## config.mk

```make
export PLATFORM = sky130hd
export DESIGN_NAME = mul_iter
export DESIGN_NICKNAME = d
export VERILOG_FILES = /design/src/rtl/RS5_pkg.sv /design/src/rtl/mul_digit_mac.sv /design/src/rtl/mul_iter.sv
export SDC_FILE = /design/constraint.sdc
export NUM_CORES = 1
export LEC_CHECK = 0
export ABC_AREA = 1
export BUFFER_PORTS_ARGS = -buffer_cell sky130_fd_sc_hd__buf_2
export CAP_MARGIN = 20
export CORE_AREA = 2 2 221 223
export DETAILED_ROUTE_END_ITERATION = 10
export DIE_AREA = 0 0 223 225
export SYNTH_ARGS = -nofsm -noshare
export SYNTH_HDL_FRONTEND = slang
export SYNTH_SLANG_ARGS = --single-unit
```

## constraint.sdc

```tcl
create_clock -name clk -period 12 [get_ports clk]
set_input_delay 0.6 -clock clk [delete_from_list [all_inputs] [get_ports clk]]
set_output_delay 0.6 -clock clk [all_outputs]
set_load 0.01 [all_outputs]
```

## src/rtl/RS5_pkg.sv

```systemverilog
// RS5_pkg
// Shared definitions for the RS5 core slice.
// Provides the multiply operation encoding used by the iterative multiplier.
//   mul_op_e : 2-bit operation select (MUL, MULH, MULHSU, MULHU)
package RS5_pkg;

    // MUL returns the low product word; the three MULH variants return the
    // high word and differ only in how each operand is sign-extended.
    typedef enum logic [1:0] {
        MUL    = 2'd0,
        MULH   = 2'd1,
        MULHSU = 2'd2,
        MULHU  = 2'd3
    } mul_op_e;

endpackage

```

## src/rtl/mul_digit_mac.sv

```systemverilog
// mul_digit_mac
// Combinational multiply-accumulate for one multiplier digit.
// Multiplies the sign-extended multiplicand by digit digit_idx of b,
// shifts the partial product into place and adds it to the accumulator.
// Ports:
//   acc        : current 2*XLEN accumulator
//   a_ext      : multiplicand with its extension sign as bit XLEN
//   b          : full multiplier word
//   b_signed   : when set, the top digit carries a negative MSB weight
//   digit_idx  : index of the digit retired this cycle
//   acc_next   : accumulator after adding this digit's partial product
module mul_digit_mac #(
    parameter int XLEN    = 32,
    parameter int DIGIT_W = 8,
    parameter int CNT_W   = 3
) (
    input  logic [2*XLEN-1:0] acc,
    input  logic [XLEN:0]     a_ext,
    input  logic [XLEN-1:0]   b,
    input  logic              b_signed,
    input  logic [CNT_W-1:0]  digit_idx,
    output logic [2*XLEN-1:0] acc_next
);

    localparam int N = XLEN / DIGIT_W;

    logic [31:0]        shift_amt;
    logic [DIGIT_W-1:0] digit;
    logic               digit_neg;
    logic [2*XLEN-1:0]  a_wide;
    logic [2*XLEN-1:0]  d_wide;
    logic [2*XLEN-1:0]  product;

    // Only the low 2*XLEN bits of the result are kept, so both operands are
    // sign-extended straight to 2*XLEN and multiplied modulo 2^(2*XLEN);
    // this matches the (XLEN+1)x(DIGIT_W+1) signed product truncated there.
    always_comb begin
        shift_amt = 32'(digit_idx) * 32'(DIGIT_W);
        digit     = DIGIT_W'(b >> shift_amt);
        digit_neg = b_signed && (digit_idx == CNT_W'(N - 1)) && digit[DIGIT_W-1];
        a_wide    = {{(XLEN - 1){a_ext[XLEN]}}, a_ext};
        d_wide    = {{(2*XLEN - DIGIT_W){digit_neg}}, digit};
        product   = a_wide * d_wide;
        acc_next  = acc + (product << shift_amt);
    end

endmodule

```

## src/rtl/mul_iter.sv

```systemverilog
// mul_iter
// Iterative multiplier retiring one DIGIT_W-bit multiplier digit per cycle.
// A product takes N = XLEN/DIGIT_W calculation cycles, or none when either
// operand is zero.
// Ports:
//   clk, reset        : clock and synchronous active-high reset
//   start_i           : request, accepted when ready_o is high and kill_i low
//   kill_i            : abort the operation being calculated
//   op_i              : MUL / MULH / MULHSU / MULHU
//   first_operand_i   : multiplicand A
//   second_operand_i  : multiplier B
//   ready_o           : a start can be accepted this cycle
//   valid_o           : one-cycle pulse marking a new result_o
//   result_o          : product word, held until the next result
module mul_iter
    import RS5_pkg::*;
#(
    parameter int XLEN    = 32,
    parameter int DIGIT_W = 8
) (
    input  logic            clk,
    input  logic            reset,
    input  logic            start_i,
    input  logic            kill_i,
    input  mul_op_e         op_i,
    input  logic [XLEN-1:0] first_operand_i,
    input  logic [XLEN-1:0] second_operand_i,
    output logic            ready_o,
    output logic            valid_o,
    output logic [XLEN-1:0] result_o
);

    localparam int N     = XLEN / DIGIT_W;
    localparam int CNT_W = $clog2(N + 1);

    typedef enum logic [1:0] {
        IDLE = 2'd0,
        CALC = 2'd1,
        DONE = 2'd2
    } state_e;

    state_e            state;
    state_e            state_next;
    mul_op_e           op_reg;
    logic [XLEN:0]     a_ext;
    logic [XLEN-1:0]   b_reg;
    logic              b_signed;
    logic [2*XLEN-1:0] acc;
    logic [2*XLEN-1:0] acc_next;
    logic [CNT_W-1:0]  cnt;
    logic              accept;
    logic              zero_op;
    logic              last_digit;
    logic              a_sign;

    mul_digit_mac #(
        .XLEN    (XLEN),
        .DIGIT_W (DIGIT_W),
        .CNT_W   (CNT_W)
    ) u_mac (
        .acc       (acc),
        .a_ext     (a_ext),
        .b         (b_reg),
        .b_signed  (b_signed),
        .digit_idx (cnt),
        .acc_next  (acc_next)
    );

    // Next-state and handshake decode. A zero operand skips straight to DONE,
    // whether the request arrives in IDLE or back-to-back in DONE.
    always_comb begin
        ready_o    = (state != CALC);
        valid_o    = (state == DONE);
        accept     = start_i && ready_o && !kill_i;
        zero_op    = (first_operand_i == '0) || (second_operand_i == '0);
        last_digit = (cnt == CNT_W'(N - 1));
        a_sign     = ((op_i == MULH) || (op_i == MULHSU)) && first_operand_i[XLEN-1];
        state_next = state;
        case (state)
            IDLE: begin
                if (accept) state_next = zero_op ? DONE : CALC;
            end
            CALC: begin
                if (kill_i)          state_next = IDLE;
                else if (last_digit) state_next = DONE;
            end
            DONE: begin
                if (accept) state_next = zero_op ? DONE : CALC;
                else        state_next = IDLE;
            end
            default: state_next = IDLE;
        endcase
    end

    // Operand capture, digit accumulation and result update. result_o only
    // changes on the edge that enters DONE, so a kill leaves it untouched.
    always_ff @(posedge clk) begin
        if (reset) begin
            state    <= IDLE;
            op_reg   <= MUL;
            a_ext    <= '0;
            b_reg    <= '0;
            b_signed <= 1'b0;
            acc      <= '0;
            cnt      <= '0;
            result_o <= '0;
        end else begin
            state <= state_next;
            if (accept) begin
                op_reg   <= op_i;
                a_ext    <= {a_sign, first_operand_i};
                b_reg    <= second_operand_i;
                b_signed <= (op_i == MULH);
                acc      <= '0;
                cnt      <= '0;
                if (zero_op) result_o <= '0;
            end else if ((state == CALC) && !kill_i) begin
                acc <= acc_next;
                cnt <= cnt + CNT_W'(1);
                if (last_digit) begin
                    result_o <= (op_reg == MUL) ? acc_next[XLEN-1:0]
                                                : acc_next[2*XLEN-1:XLEN];
                end
            end
        end
    end

endmodule

```

After elaboration in Yosys (flattened, before gate mapping)
Index checks and enable logic that the tools add are counted.

storage, ports and cells
  bits in registers = 169
  input bits = 70
  output and inout bits = 34
  word-level logic and storage cells = 51

cells by class
  $add $sub $neg = 2
  $mul = 1
  eq/ne operators = 9
  shifts and indexed selects = 2
  mux-type cells = 11
  reductions and logical operators = 18

operator list
  kind                                                             number
  32-bit 2-to-1 mux                                                5
  64-bit adder                                                     1
  32-bit logical NOT                                               2
  64-bit by 6-bit left shift with 64-bit output                    1
  33-bit by 9-bit multiplier with 42-bit output                    1
  32-bit by 6-bit >> shifter with 8-bit output                     1
  2-bit 2-to-1 mux                                                 5
  1-bit logical AND                                                6
  2-bit case mux with 3 select lines                               1
  2-bit by 1-bit == test with 1-bit output, second input constant  2
  2-bit == test, second input constant                             2
  2-bit logical NOT                                                2
  2-bit by 1-bit != test with 1-bit output, second input constant  2
  2-bit nonzero test                                               2
  3-bit by 1-bit adder with 3-bit output, second input constant    1
  3-bit by 2-bit == test with 1-bit output, second input constant  1
  3-bit != test, second input constant                             1
  3-bit AND reduction                                              1
  1-bit logical OR                                                 2
  2-bit != test, second input constant                             1
  2-bit AND reduction                                              1
  2-bit OR reduction                                               1
  1-bit logical NOT                                                1

Longest topological paths before layout
Gate-level depths: netlist of run 1.

  depth in word-level cells = 10
  gate-level depth with buffers = 53

Cells and area by module
Synthesis of run 1 repeated with hierarchy kept, for this count alone.

second synthesis, totals
  cell total of the unflattened synthesis = 3,353
  area, all modules = 22,900.7 µm²

by module, submodules not included
  module         instances  cells each  area each (µm²)  seq. area each (µm²)
  mul_digit_mac  1          2,506       16,145.5         0.0
  mul_iter       1          847         6,755.2          3,383.2

Worst setup path after synthesis of run 1
No wires, ideal clock.

  path kind = reg2reg
  from = reg cnt[0]
  to = reg result_o[19]
  arrival = 7,497 ps
  required time = 11,930 ps
  setup slack = 4,432 ps
  stages on the path, launching flop included = 46
  period minus slack after synthesis = 7,568 ps
  path through = dfxtp_1 > inv_1 > buf_2 > buf_2 > nor2_1 > o22ai_1 > nand2_1 > inv_1 > clkbuf_1 > nand2_1 > fa_1 > inv_1 > fa_1 > fa_1 > fa_1 > inv_1 > fa_1 > inv_1 > [... 10 more ...] > nand3_1 > nand3_1 > o21ai_1 > nor2_1 > o21a_1 > ha_1 > a21oi_1 > inv_1 > a31oi_1 > o21ai_0 > a21boi_1 > nand3_1 > nand2_1 > o21bai_1 > or2_1 > nand3_1 > nand2_1 > a21oi_1

between the ends
  word-level cells in the longest chain between the ends = 10

ends and longest elaborated chain
  item                                                   RTL line         text
  start, declared                                        mul_iter.sv:50   logic [CNT_W-1:0] cnt;
  start signal, assigned                                 mul_iter.sv:119  cnt <= cnt + CNT_W'(1);
  branches (longest 10 deep; another with 64-bit adder)  --
  end signal, assigned                                   mul_iter.sv:121  result_o <= (op_reg == MUL) ? acc_next[XLEN-1:0]
  end, declared                                          mul_iter.sv:30   output logic [XLEN-1:0] result_o

Several ways; the timed one is not identified. The select of a mux whose other input is x is not followed.
A chain may end at the register's enable or synchronous reset.

Worst setup path in the final report of run 1
  from = reg cnt[1]
  to = reg result_o[25]

The elaborated chain is that of the path after synthesis.

==> impl_metrics.yaml, run 1 <==
status:
  outcome: "finished clean"
floorplanning:
  num_rows: 80
  dieHeight_microns: 225
  die_w_microns: 223
  dieArea_sq_um: 50180
  io_pins: 104
  start_util_pct: 46.69
  core_area_sq_um: 47550
global_route:
  grt_max_degree: 97
  overflow: 0
  grt_pass1_wl_mm: 125.2
  grt_use_total_pct: 33.14
  grt_pass1_vias: 21087
  antenna_found_initial: 1
sta:
  drv_slew: 0
  rsz0062_at_grt: "false"
  fin_ws_ns: 1.909
  hold_viol: 0
  slew_headroom_pct: 32.60
  tns_ns: 0
  tightestPinTransition_ns: 1.011
  skew_ns: 0.01389
  fmax_mhz: 99.10
  finalCritPeriodShare_pct: 84.09
  min_period_ns: 10.09
  finalSetupViolCount: 0
cts:
  root_buffer: "clkbuf_16"
  cts_tree: "built"
  htreeDepth: 4
  clkLatencyLatePin_ns: 0.51
  clockBufferDepth: 2
  cts_hold_buf: 0
  cts_sinks: 169
  cts-buffers-inserted: 17
  cts_setup_buffers: 0
  cts_resized: 0
  clk_pin_slew_ns: 0.08
drt:
  wire_per_inst_microns: 21.04
  route.detailed.drc: 0
  antenna_left: 0
  dr_total_vias: 21648
  firstDrtPassIters: 6
  drt-initial-drc-count: 2268
  viasPerCell: 5.651
  wirelength_mm: 80.59
final_layout:
  nNetsFinal: 3663
  regArea_sq_um: 3385
  top_register: "acc"
  largest_reg_flops: 64
  syn2layout_area_growth_pct: 7.614
  layout.cells.non_filler: 3831
  biggestRegsByFlops: "acc (64), a_ext (33)"
  multi_input_area_sq_um: 16650
  fillers: 4932
  drive_above_1_share_pct: 8.494
  utilization_pct: 50.25
synth:
  ys_seq_elements: 169
  synth_top_area_share_pct: 21.55
  synth_area_sq_um: 22200
  synth_edf_count: 0
  synth_seq_area_share_pct: 15.24
  yosysTopAreaCell: "fa_1"
  synth_common_cells: "nand2_1 (535), nor2_1 (482), inv_1 (440)"
  async_reset_ff_share_pct: 0
  avgSynthCellArea_sq_um: 6.994
  synth_warnings: 0
  synth.most_common_cell: "nand2_1"
  synth_cells: 3174
  synth-main-ff-cell: "dfxtp_1"
  synth_cell_types: 62
  synthTopCellsByArea: "fa_1 (22%), dfxtp_1 (15%), nand2_1 (9.0%)"
  syn_nets: 3636
worst_setup_path:
  cpMaxStageDelayCell: "o22ai_1"
  max_stage_delay_ns: 0.64
  cp_max_fo: 53
  cp.required_ns: 12.42
  crit_top_cell: "nand2_1"
  cp-start-kind: "flop"
  crit_type: "flop to flop"
  cp-end-kind: "flop"
  arrival_ns: 10.51
placed_design:
  place_inst: 3796
  place_hpwl_mm: 66.85
  io_buffers: 103
  gp_congestion: 1.002
  dp_slack_ns: 2.155
power:
  p_leak_nw: 11.83
  power_mw: 2.062
  irDropWorstVdd_mv: 0.09978
  power_density_nw_per_um2: 86.32
min_path:
  hold_path.class: "input port to flop"
job:
  cap_violations: 0
-- cell families (layout without fill, tap and decap cells) --
group | count (synthesis) | count (layout) | synth area share, %
simple gates | 1327 | 1327 | 25.18
mux | 5 | 5 | 0.2255
xor+xnor | 49 | 49 | 1.933
compound gates | 651 | 651 | 17.30
flops | 169 | 169 | 15.24
other cells | 0 | 2 | 0
fa+ha+maj | 392 | 392 | 30.18
buf+inv | 581 | 621 | 9.942
-- metal layers --
layer | GRT usage [%] | share of wire [%] | vias up
met5 | 0 | 0.016 | -
met2 | 48.51 | 41 | 765
li1 | - | - | 10338
met4 | 8.508 | 2.3 | 2
met3 | 9.218 | 8.7 | 78
met1 | 47.93 | 48 | 10465
-- through the flow --
step	cell area (sq um)	hold slack (ns)
after floorplan	22200	0.4453
after global placement	23210	0.4480
after detailed placement	23240	0.4522
after CTS	23860	0.3405
after global routing	23890	0.3724
final	23890	0.3679
-- layout by cell type, fill, tap and decap left out, types with 103 or more instances in the layout --
| cell type | instances |
|---|---|
| a21oi_1 | 192 |
| buf_2 | 103 |
| dfxtp_1 | 168 |
| fa_1 | 239 |
| ha_1 | 153 |
| inv_1 | 439 |
| nand2_1 | 535 |
| nand3_1 | 176 |
| nor2_1 | 480 |
| o21ai_0 | 215 |
-- worst max-delay path, delay by kind of cell (launching register included) --
kind                       cells  cell delay, ns
and+or+nand+nor               17            2.60
DFF                            1            0.33
adders and majority gates      7            3.00
buffers and inverters          4            1.01
AOI/OAI and AO/OA              9            2.98
-- power breakdown --
part	internal [mW]	total (mW)	switching (mW)
Clock	0.285	0.609	0.324
Sequential	0.584	0.612	0.0279
Combinational	0.260	0.842	0.582
-- worst paths after layout --
check | start | to | slack, ns | cells after the start
max | cnt[1] | result_o[25] | 1.91 | 37
min | second_operand_i[9] | b_reg[9] | 0.37 | 3
max reg2reg | cnt[1] | result_o[25] | 1.91 | 37
min reg2reg | result_o[30] | result_o[30] | 0.46 | 2
-- final cells by class --
class | count | area share (%)
sequential | 169 | 14.17
timing repair buffer | 126 | 3.048
clock buffer | 17 | 1.781
tap | 615 | 3.221
inverter | 463 | 7.275
multi-input combinational | 2424 | 69.68
antenna | 2 | 0.02095
clock inverter | 15 | 0.8118
(Power assumes the default switching activity.)
==> run 2, diff against run 1 <==
--- a/config.mk
+++ b/config.mk
@@ -11,6 +11,7 @@
 export CORE_AREA = 2 2 221 223
 export DETAILED_ROUTE_END_ITERATION = 10
 export DIE_AREA = 0 0 223 225
+export PLACE_DENSITY = 0.66
 export SYNTH_ARGS = -nofsm -noshare
 export SYNTH_HDL_FRONTEND = slang
 export SYNTH_SLANG_ARGS = --single-unit
==> constraint.sdc (replaced) <==
create_clock -name clk -period 8.8 [get_ports clk]
set_input_delay 0.44 -clock clk [delete_from_list [all_inputs] [get_ports clk]]
set_output_delay 0.44 -clock clk [all_outputs]
set_load 0.01 [all_outputs]
==> run 2 against run 1 <==
  * Hold slack lost 0.17 ns
  * Final area increased by 6.8%
  * Clock power grew 36%
  * Clock skew grew 0.0045 ns
  * Global-route usage decreased by 0.38 points
  * Largest power group unchanged
  * Largest cell class unchanged
  * First-iteration DRC count shrank 7.9%
  * Combinational power increased by 56%
  * Critical path type unchanged
  * Setup slack lost 1.6 ns
==> impl_metrics.yaml, run 2 (synthesized netlist as in run 1, its figures left out) <==
placed_design:
  io_buffers: 103
  place_hpwl_mm: 66.22
  gp_congestion: 1.055
  place_inst: 3898
floorplanning:
  die_w_microns: 223
  core_area_sq_um: 47550
  num_rows: 80
  io_pins: 104
  dieArea_sq_um: 50180
  dieHeight_microns: 225
  start_util_pct: 46.69
final_layout:
  top_register: "acc"
  syn2layout_area_growth_pct: 14.89
  final_cell_mix: "nand2_1 (529), nor2_1 (465), inv_1 (432)"
  antenna_cells: 0
  mostFrequentLayoutCell: "nand2_1"
  largest_reg_flops: 64
  biggestRegsByFlops: "acc (64), a_ext (33)"
  layout.cells.non_filler: 3954
  drive_above_1_share_pct: 14.82
  nNetsFinal: 3788
worst_setup_path:
  crit_top_cell: "fa_1"
  cp.required_ns: 9.16
  r2r_start: "cnt[2]"
  max_stage_delay_ns: 0.50
  cp-start-kind: "flop"
  worstReg2RegEnd: "result_o[2]"
  ff2ff_setup_slack_ns: 0.35
  arrival_ns: 8.81
  cp-end-kind: "flop"
  cp_max_fo: 10
  crit_type: "flop to flop"
  cpMaxStageDelayCell: "fa_1"
  r2r_cells: 35
drt:
  firstDrtPassIters: 7
  antenna_left: 0
  viasPerCell: 5.641
  wirelength_mm: 82.13
  wire_per_inst_microns: 20.77
  route.detailed.drc: 0
  dr_total_vias: 22305
  drt-initial-drc-count: 2089
sta:
  finalCritPeriodShare_pct: 96.03
  fmax_mhz: 118.3
  slew_headroom_pct: 29.51
  hold_viol: 0
  finalSetupViolCount: 0
  min_period_ns: 8.450
  rsz0062_at_grt: "true"
  drv_slew: 0
  tns_ns: 0
  skew_ns: 0.01839
  tightestPinTransition_ns: 1.055
cts:
  htreeDepth: 4
  cts-buffers-inserted: 17
  clkLatencyLatePin_ns: 0.52
  root_buffer: "clkbuf_16"
  clockBufferDepth: 2
  cts_tree: "built"
  cts_sinks: 169
  clk_pin_slew_ns: 0.09
min_path:
  min_from: "second_operand_i[22]"
  hold_depth: 3
  hold_path.class: "input port to flop"
  hold_path_end: "b_reg[22]"
global_route:
  antenna_found_initial: 0
  grt_pass1_vias: 21665
  grt_max_degree: 78
  overflow: 0
  grt_use_total_pct: 32.76
  grt_pass1_wl_mm: 125.3
status:
  outcome: "finished clean"
power:
  power_density_nw_per_um2: 116.5
  p_leak_nw: 12.57
  irDropWorstVdd_mv: 0.1772
job:
  cap_violations: 0
run 2: critical path, delay by kind of cell, from the launching register on:
kind | cells | cell delay (ns)
adders and majority gates | 8 | 3.40
AOI/OAI and AO/OA | 10 | 1.98
and+or+nand+nor | 10 | 1.58
buffers and inverters | 6 | 0.78
DFF | 1 | 0.31
xor gates and xnor gates | 1 | 0.25
run 2: stage by stage:
stage / total power, mW / instance area, sq um / hold WS, ns / utilization (%) / setup slack [ns]
5_1_grt: 3.128 / 25510 / 0.1978 / 53.64 / -0.03238
6_report: 2.971 / 25510 / 0.1979 / 53.64 / 0.3495
4_1_cts: 2.888 / 24730 / 0.1763 / 52.02 / 0.003361
2_1_floorplan: 1.575 / 22200 / 0.4453 / - / 1.232
3_5_place_dp: 2.053 / 24060 / 0.4526 / 50.60 / -0.2766
3_3_place_gp: 2.052 / 24040 / 0.4525 / 50.56 / -0.2299
run 2: worst max path at each step:
stage | from | endpoint | depth (start not counted)
after global routing | cnt[0] | result_o[16] | 43
after detailed placement | cnt[0] | result_o[25] | 38
after global placement | cnt[0] | result_o[13] | 38
final | cnt[2] | result_o[2] | 35
after CTS | cnt[0] | result_o[19] | 44
after floorplan | cnt[0] | result_o[19] | 45
run 2: cell type report:
type | count | area [sq um]
inverter | 463 | 1752
sequential | 169 | 3388
clock buffer | 17 | 425.4
multi-input combinational | 2424 | 17140
timing repair buffer | 250 | 1813
timing repair inverter | 1 | 7.507
clock inverter | 15 | 207.7
fill | 4678 | 22040
tap | 615 | 769.5
run 2: report_power, final:
| group | total, mW | internal [mW] | switching (mW) |
|---|---|---|---|
| combinational | 1.31 | 0.462 | 0.844 |
| clock | 0.830 | 0.392 | 0.438 |
| sequential | 0.834 | 0.796 | 0.0378 |
| total | 2.97 | 1.65 | 1.32 |
run 2: what timing repair did:
action	in CTS	in global routing
resized for setup	10	140
setup buffers	1	18
pin swaps	1	26
setup endpoints to repair	19	62
gates cloned	0	5
hold buffers	0	0
run 2: layer usage:
layer	vias to the layer above	routed length, microns	track usage (%)
li1	10581	-	-
met1	10755	38050	47.28
met2	880	35330	49.94
met3	89	6899	6.428
met4	0	1861	8.898
met5	-	0	0
